## src/rtl/modinv_fermat_2423.sv

```systemverilog
// rtl/modinv_fermat_2423.sv - modular inverse over GF(2423) via Fermat exponentiation a^(Q-2)
// One Barrett-reduced 12x12 modmul per cycle; fixed 17-cycle square-and-multiply schedule.
module modinv_fermat_2423 (
  input  logic        clk,
  input  logic        rst,
  input  logic        din_valid,
  output logic        din_ready,
  input  logic [11:0] din_a,
  output logic        dout_valid,
  input  logic        dout_ready,
  output logic [11:0] dout_r,
  output logic        dout_err
);

  localparam int unsigned   K   = 12;
  localparam int unsigned   W   = 12;
  localparam logic [W-1:0]  Q   = 12'd2423;
  localparam logic [12:0]   MU  = 13'd6924;
  localparam logic [W-1:0]  EXP = 12'b1001_0111_0101;

  typedef enum logic [1:0] {IDLE, SQR, MUL, DONE} state_t;

  state_t       state;
  logic [W-1:0] base;
  logic [W-1:0] acc;
  logic [3:0]   idx;
  logic         zero_flag;

  logic [W-1:0] a_red;
  logic [W-1:0] mul_y;
  logic [W-1:0] mm_out;
  logic [22:0]  p;
  logic [23:0]  q_est;
  logic [W-1:0] t;
  logic [22:0]  tq;
  logic [22:0]  r0;
  logic [22:0]  r1;
  logic [22:0]  r2;
  logic         last_step;

  // 4095 < 2Q, so one conditional subtract brings any operand into range.
  assign a_red = (din_a >= Q) ? din_a - Q : din_a;

  assign mul_y = (state == MUL) ? base : acc;

  always_comb begin
    p     = 23'(acc) * 23'(mul_y);
    q_est = 24'(p >> K) * 24'(MU);
    t     = W'(q_est >> K);
    tq    = 23'(t) * 23'(Q);
    r0    = p - tq;
    // Second correction absorbs the worst-case Barrett underestimate of the quotient.
    r1    = (r0 >= 23'(Q)) ? r0 - 23'(Q) : r0;
    r2    = (r1 >= 23'(Q)) ? r1 - 23'(Q) : r1;
    mm_out = W'(r2);
  end

  assign last_step = ((state == SQR) && !EXP[idx] && (idx == 4'd0)) ||
                     ((state == MUL) && (idx == 4'd0));

  always_ff @(posedge clk or posedge rst) begin
    if (rst) begin
      state      <= IDLE;
      din_ready  <= 1'b1;
      dout_valid <= 1'b0;
      dout_r     <= '0;
      dout_err   <= 1'b0;
      base       <= '0;
      acc        <= '0;
      idx        <= '0;
      zero_flag  <= 1'b0;
    end else begin
      case (state)
        IDLE: begin
          if (din_valid && din_ready) begin
            // Exponent MSB is 1, so the accumulator starts at the base itself.
            base      <= a_red;
            acc       <= a_red;
            idx       <= 4'd10;
            zero_flag <= (a_red == '0);
            din_ready <= 1'b0;
            state     <= SQR;
          end
        end
        SQR: begin
          acc <= mm_out;
          if (EXP[idx]) begin
            state <= MUL;
          end else if (!last_step) begin
            idx <= idx - 4'd1;
          end
        end
        MUL: begin
          acc <= mm_out;
          if (!last_step) begin
            idx   <= idx - 4'd1;
            state <= SQR;
          end
        end
        DONE: begin
          if (dout_ready) begin
            dout_valid <= 1'b0;
            din_ready  <= 1'b1;
            state      <= IDLE;
          end
        end
        default: state <= IDLE;
      endcase

      if (last_step) begin
        state      <= DONE;
        dout_valid <= 1'b1;
        dout_r     <= mm_out;
        dout_err   <= zero_flag;
      end
    end
  end

endmodule

```

## config.mk

```make
export PLATFORM = sky130hd
export DESIGN_NAME = modinv_fermat_2423
export DESIGN_NICKNAME = d
export VERILOG_FILES = /design/src/rtl/modinv_fermat_2423.sv
export SDC_FILE = /design/constraint.sdc
export NUM_CORES = 1
export LEC_CHECK = 0
export BUFFER_PORTS_ARGS = -buffer_cell sky130_fd_sc_hd__buf_4
export CAP_MARGIN = 20
export CORE_AREA = 2 2 165 167
export CTS_CLUSTER_DIAMETER = 60
export DETAILED_ROUTE_END_ITERATION = 10
export DIE_AREA = 0 0 167 169
export PLACE_DENSITY = 0.69
export SLEW_MARGIN = 20
export SYNTH_ARGS = -nofsm -noshare
export SYNTH_HDL_FRONTEND = slang
export SYNTH_SLANG_ARGS = --single-unit
```

## constraint.sdc

```tcl
create_clock -name clk -period 19.95 [get_ports clk]
set_input_delay 4.9875 -clock clk [delete_from_list [all_inputs] [get_ports clk]]
set_output_delay 4.9875 -clock clk [all_outputs]
set_load 0.01 [all_outputs]
```

==> impl_metrics.ini, run 1 <==
[floorplan]
die_h_um = 169
die-area_um2 = 28200
initial_core_util = 0.539
core_area_um2 = 26500
die_w_um = 167
ios = 31
rows = 60

[worst_setup_path]
rr_worst_depth = 71
worstReg2RegStart = state[0]
cp_max_fo = 16
cp.required_ns = 20.10
cpPeakStageDelay_ns = 0.54
end_kind = flop
critPathArrivalTime_ns = 18.72
cpMaxStageDelayCell = fa_1
cp-endpoint = acc[10]
cp-startpoint = state[0]
regToRegSetupSlack_ns = 1.38
critical_path_class = flop to flop
start_kind = flop
r2r-end = acc[10]

[cts]
postCtsHoldBufs = 0
postCtsSetupBuffers = 0
tritoncts = built
cts_resized = 0
cts_root_buf = clkbuf_16
cts_buffer_depth = 2
htreeDepth = 2
numCtsBuffers = 5
clk_latency_ns = 0.28
clk_pin_slew_ns = 0.06
cts.sinks = 46

[timing]
grt_setup_unrepaired = false
fmax_ghz = 0.0539
fin_crit_ns = 18.57
worst_pin_slew_ns = 1.02
slew_violations = 0
setup_ws_ns = 1.38
hold_viol_final = 0
skew_ns = 0.00411
max-slew-margin-rel = 0.319
post-route-period-util = 0.931
setup_viol = 0
tns_ns = 0

[run]
maxCapViolCount = 0

[global_route]
grt-ovfl-total = 0
grt_max_degree = 47
grt.total_usage = 0.239
antenna_found_initial = 0
grt_pass1_vias = 11482
grt_pass1_wl_um = 56000

[synth]
ys_types = 88
ys.flop_type = dfrtp_1
synth_top_area_cell = fa_1
synth_area_leaders = fa_1 (27%), ha_1 (19%), inv_1 (9.6%), dfrtp_1 (7.9%), nand2_1 (4.7%)
seq_area_frac_synth = 0.0806
async_flop_share = 1.00
netlist_area_um2 = 14300
avgSynthCellArea_um2 = 8.52
yosysMostFrequentCell = inv_1
synth-seq-cells = 46
synth_nets = 2103
synth_edf_count = 0
yosysWarnings = 0
synth_cells = 1678
synth_top_area_frac = 0.266
synthTopCellsByCount = inv_1 (367), ha_1 (219), fa_1 (190), nand2_1 (180), a21oi_1 (62)

[placed_design]
pre_cts_slack_ns = 1.07
place_area_um2 = 14800
gp_congestion = 0.931
place_hpwl_um = 28300
portBuffers = 30

[layout]
areaGrowthSynthToFinish_pct = 4.57
area.sequential_um2 = 1150
nets = 2093
antenna_cells = 0
drive_gt1_frac = 0.0569
multiInputGateArea_um2 = 11600
fin_area_um2 = 14900
n_fill_cell = 2405

[min_path]
hp-start = dout_r[7]
hold_path.class = flop to flop

[drt]
drt-total-wl_um = 33000
dr.pass1.iters = 5
vias_per_cell = 5.60
vias = 11260
drc = 0
wire_per_inst_um = 16.4
drt_iter0_drc = 605
ant_nets = 0

[status]
status = complete, no violations
-- metal layers --
layer | vias to the layer above | wire length (µm) | share of wire | global-route usage
met2 | 257 | 15800 | 0.48 | 0.412
met5 | - | 0 | 0 | 0
met1 | 5530 | 15300 | 0.46 | 0.332
li1 | 5433 | - | - | -
met4 | 0 | 600 | 0.018 | 0.0495
met3 | 40 | 1310 | 0.040 | 0.0164
-- how the worst min path moves through the flow --
stage | to | slack [ns] | cells past startpoint
5_1_grt | dout_r[11] | 0.52 | 2
6_report | dout_r[7] | 0.48 | 2
2_1_floorplan | dout_err | 0.44 | 2
3_3_place_gp | dout_valid | 0.46 | 2
3_5_place_dp | dout_r[7] | 0.47 | 2
4_1_cts | dout_err | 0.49 | 2
-- through the flow --
step                std cells  hold WS [ns]  utilization
floorplan                1678         0.438            -
global placement         2002         0.460        0.557
detailed placement       2002         0.472        0.557
CTS                      2010         0.486        0.563
global route             2010         0.519        0.564
finish                   2010         0.479        0.564
-- critical path: cells and delay by family (launching register included) --
kind | cells | cell delay, ns
adder cells (fa/ha/maj) | 21 | 8.27
flip-flops | 1 | 0.41
multiplexers | 2 | 0.69
AO/OA/AOI/OAI | 19 | 4.39
XOR/XNOR | 3 | 0.82
buffers and inverters | 10 | 0.97
AND/OR/NAND/NOR | 16 | 2.86
-- state kept, by name, summed over array words and instances (netlist names) --
| register | cells |
|---|---|
| acc | 12 |
| base | 12 |
| din_ready | 1 |
| dout_err | 1 |
| dout_r | 12 |
| dout_valid | 1 |
| idx | 4 |
| state | 2 |
| zero_flag | 1 |
-- area by class of cell --
type / instances / share of cell area
clock inverter: 2 / 0.000837
tap: 341 / 0.0286
inverter: 368 / 0.0924
timing repair buffer: 35 / 0.0176
clock buffer: 6 / 0.00929
multi-input combinational: 1212 / 0.774
sequential: 46 / 0.0771
-- cells in the final DEF, fill, tap and decap left out, types with 5 or more instances in the layout --
| master | n |
|---|---|
| a211o_1 | 6 |
| a211oi_1 | 7 |
| a21o_1 | 14 |
| a21oi_1 | 62 |
| a221o_1 | 5 |
| a31oi_1 | 8 |
| a32oi_1 | 5 |
| and2_1 | 58 |
| and3_1 | 6 |
| and4_1 | 6 |
| buf_4 | 35 |
| clkbuf_16 | 5 |
| dfrtp_1 | 45 |
| fa_1 | 190 |
| ha_1 | 218 |
| inv_1 | 366 |
| mux2_2 | 14 |
| mux2i_1 | 8 |
| nand2_1 | 180 |
| nand2b_1 | 8 |
| nand3_1 | 19 |
| nand3b_1 | 8 |
| nand4_1 | 6 |
| nor2_1 | 60 |
| nor2b_1 | 6 |
| nor3_1 | 19 |
| o2111ai_1 | 8 |
| o211ai_1 | 18 |
| o21a_1 | 15 |
| o21ai_0 | 59 |
| o21ai_1 | 7 |
| o21bai_1 | 9 |
| or2_2 | 8 |
| or3_1 | 7 |
| xnor2_1 | 53 |
| xor2_1 | 27 |
-- cells by family (layout without fill, tap and decap cells) --
logic type | count (synthesis) | count (layout) | share of synthesized area
compound gates | 286 | 286 | 0.140
xor+xnor | 84 | 84 | 0.0540
fa+ha+maj | 409 | 409 | 0.458
buf+inv | 420 | 411 | 0.111
flops | 46 | 46 | 0.0806
mux | 22 | 22 | 0.0166
simple gates | 411 | 411 | 0.139
Power of run 1 is left out: the tool's default activity adds up to more than one toggle a clock period on the data nets, which glitch-free logic cannot reach.
==> run 2, diff against run 1 <==
--- a/config.mk
+++ b/config.mk
@@ -5,13 +5,14 @@
 export SDC_FILE = /design/constraint.sdc
 export NUM_CORES = 1
 export LEC_CHECK = 0
+export ABC_AREA = 1
 export BUFFER_PORTS_ARGS = -buffer_cell sky130_fd_sc_hd__buf_4
 export CAP_MARGIN = 20
-export CORE_AREA = 2 2 165 167
+export CORE_AREA = 2 2 169 171
 export CTS_CLUSTER_DIAMETER = 60
 export DETAILED_ROUTE_END_ITERATION = 10
-export DIE_AREA = 0 0 167 169
-export PLACE_DENSITY = 0.69
+export DIE_AREA = 0 0 171 173
+export PLACE_DENSITY = 0.7
 export SLEW_MARGIN = 20
 export SYNTH_ARGS = -nofsm -noshare
 export SYNTH_HDL_FRONTEND = slang
==> run 2 against run 1 <==
  * Flip-flop and latch count stayed put
  * Maximum frequency is 2.8% higher
  * Cell count is 27% higher
  * Sequential share of layout area is 0.43 points lower
  * Die area is 4.8% higher
  * Hold slack worse by 0.0019 ns
  * Clock skew is 0.0022 ns higher
  * Largest cell class unchanged
==> impl_metrics.ini, run 2 <==
[global_route]
antenna_found_initial = 1
grt_max_degree = 47
grt_pass1_wl_um = 63900
grt.total_usage = 0.265
grt_pass1_vias = 13262
grt-ovfl-total = 0

[worst_setup_path]
rr_worst_depth = 84
cp-endpoint = acc[1]
critPathArrivalTime_ns = 18.29
cp.required_ns = 20.18
regToRegSetupSlack_ns = 1.89
r2r-end = acc[1]
cpMaxStageDelayCell = fa_1
worstReg2RegStart = state[0]
cpMostUsedCell = inv_1
start_kind = flop
critical_path_class = flop to flop
cp_max_fo = 36
end_kind = flop
cp-startpoint = state[0]
cpPeakStageDelay_ns = 0.55

[synth]
synthTopCellsByCount = nand2_1 (577), inv_1 (525), ha_1 (219), fa_1 (190), nor2_1 (157)
synth_cells = 2150
avgSynthCellArea_um2 = 7.03
synth-seq-cells = 46
ys.flop_type = dfrtp_1
synth_top_area_cell = fa_1
ys_types = 50
synth_nets = 2575
netlist_area_um2 = 15100
synth_top_area_frac = 0.252
seq_area_frac_synth = 0.0763
yosysMostFrequentCell = nand2_1
synth_area_leaders = fa_1 (25%), ha_1 (18%), nand2_1 (14%), inv_1 (13%), dfrtp_1 (7.5%)
yosysWarnings = 0
synth_edf_count = 0
async_flop_share = 1.00

[placed_design]
portBuffers = 30
place_hpwl_um = 32700
gp_congestion = 0.951

[drt]
wire_per_inst_um = 14.6
vias_per_cell = 5.15
dr.pass1.iters = 5
ant_nets = 0
drt_iter0_drc = 846
vias = 13097
drc = 0
drt-total-wl_um = 37200

[layout]
final_common_cell = nand2_1
area.sequential_um2 = 1150
final_cell_mix = nand2_1 (577), inv_1 (524), ha_1 (219)
n_fill_cell = 2750
areaGrowthSynthToFinish_pct = 4.79
nets = 2589
largest_registers = acc (12), base (12), dout_r (12)
drive_gt1_frac = 0.0499
multiInputGateArea_um2 = 11800

[floorplan]
ios = 31
die_h_um = 173
core_area_um2 = 27600
initial_core_util = 0.547
die-area_um2 = 29600
die_w_um = 171
rows = 61

[cts]
cts_resized = 0
cts.sinks = 46
cts_buffer_depth = 2
numCtsBuffers = 5
cts_root_buf = clkbuf_16
clk_latency_ns = 0.29
clk_pin_slew_ns = 0.06
postCtsHoldBufs = 0
htreeDepth = 2
tritoncts = built
postCtsSetupBuffers = 0

[timing]
skew_ns = 0.00630
fmax_ghz = 0.0554
fin_crit_ns = 18.06
hold_viol_final = 0
tns_ns = 0
max-slew-margin-rel = 0.414
setup_viol = 0
grt_setup_unrepaired = false
worst_pin_slew_ns = 0.872
post-route-period-util = 0.905
slew_violations = 0

[status]
status = complete, no violations

[min_path]
hold_path.class = flop to flop

[run]
maxCapViolCount = 0
[run 2: cell families after synthesis]
logic type                 after synthesis  synth area share
AOI/OAI and AO/OA                      134            0.0490
xor gates and xnor gates                56            0.0330
adders and majority gates              409             0.433
buffers and inverters                  563             0.143
DFF                                     46            0.0763
and+or+nand+nor                        942             0.266
[run 2: cell type report]
class | instances | area share
Multi-Input combinational cell | 1541 | 0.745
Inverter | 537 | 0.127
Sequential cell | 46 | 0.0728
Tap cell | 378 | 0.0299
Timing Repair Buffer | 33 | 0.0157
Clock buffer | 6 | 0.00814
Clock inverter | 2 | 0.000632
Antenna cell | 1 | 0.000158
[run 2: worst min path at each step]
stage,cells past startpoint,start,to,slack [ns]
6_report,2,dout_r[8],dout_r[8],0.48
5_1_grt,2,base[10],base[10],0.51
4_1_cts,2,dout_r[8],dout_r[8],0.48
3_5_place_dp,2,dout_r[8],dout_r[8],0.47
3_3_place_gp,2,base[1],base[1],0.46
2_1_floorplan,2,zero_flag,dout_err,0.44
[run 2: per-layer routing]
layer | routed length [µm] | up-vias | global-route usage
met5 | 0 | - | 0
met4 | 562 | 0 | 0.0445
met3 | 1760 | 48 | 0.0316
met2 | 17800 | 316 | 0.444
met1 | 17000 | 6225 | 0.374
li1 | - | 6508 | -
[run 2: worst max-delay path, delay by kind of cell (launching register included)]
kind | cells | cell delay [ns]
buffers and inverters | 20 | 2.10
flip-flops | 1 | 0.40
adder cells (fa/ha/maj) | 21 | 8.85
AO/OA/AOI/OAI | 9 | 1.68
AND/OR/NAND/NOR | 32 | 4.16
XOR/XNOR | 2 | 0.75
[run 2: stage by stage]
step / utilization / cells / hold slack [ns] / cell area, µm² / worst slack (ns)
global route: 0.573 / 2543 / 0.514 / 15800 / 0.328
finish: 0.573 / 2544 / 0.477 / 15800 / 1.89
global placement: 0.568 / 2535 / 0.465 / 15700 / 2.34
floorplan: - / 2150 / 0.442 / 15100 / 4.60
CTS: 0.573 / 2543 / 0.484 / 15800 / 2.00
detailed placement: 0.568 / 2535 / 0.466 / 15700 / 2.12
Power of run 2 is left out for the same reason.
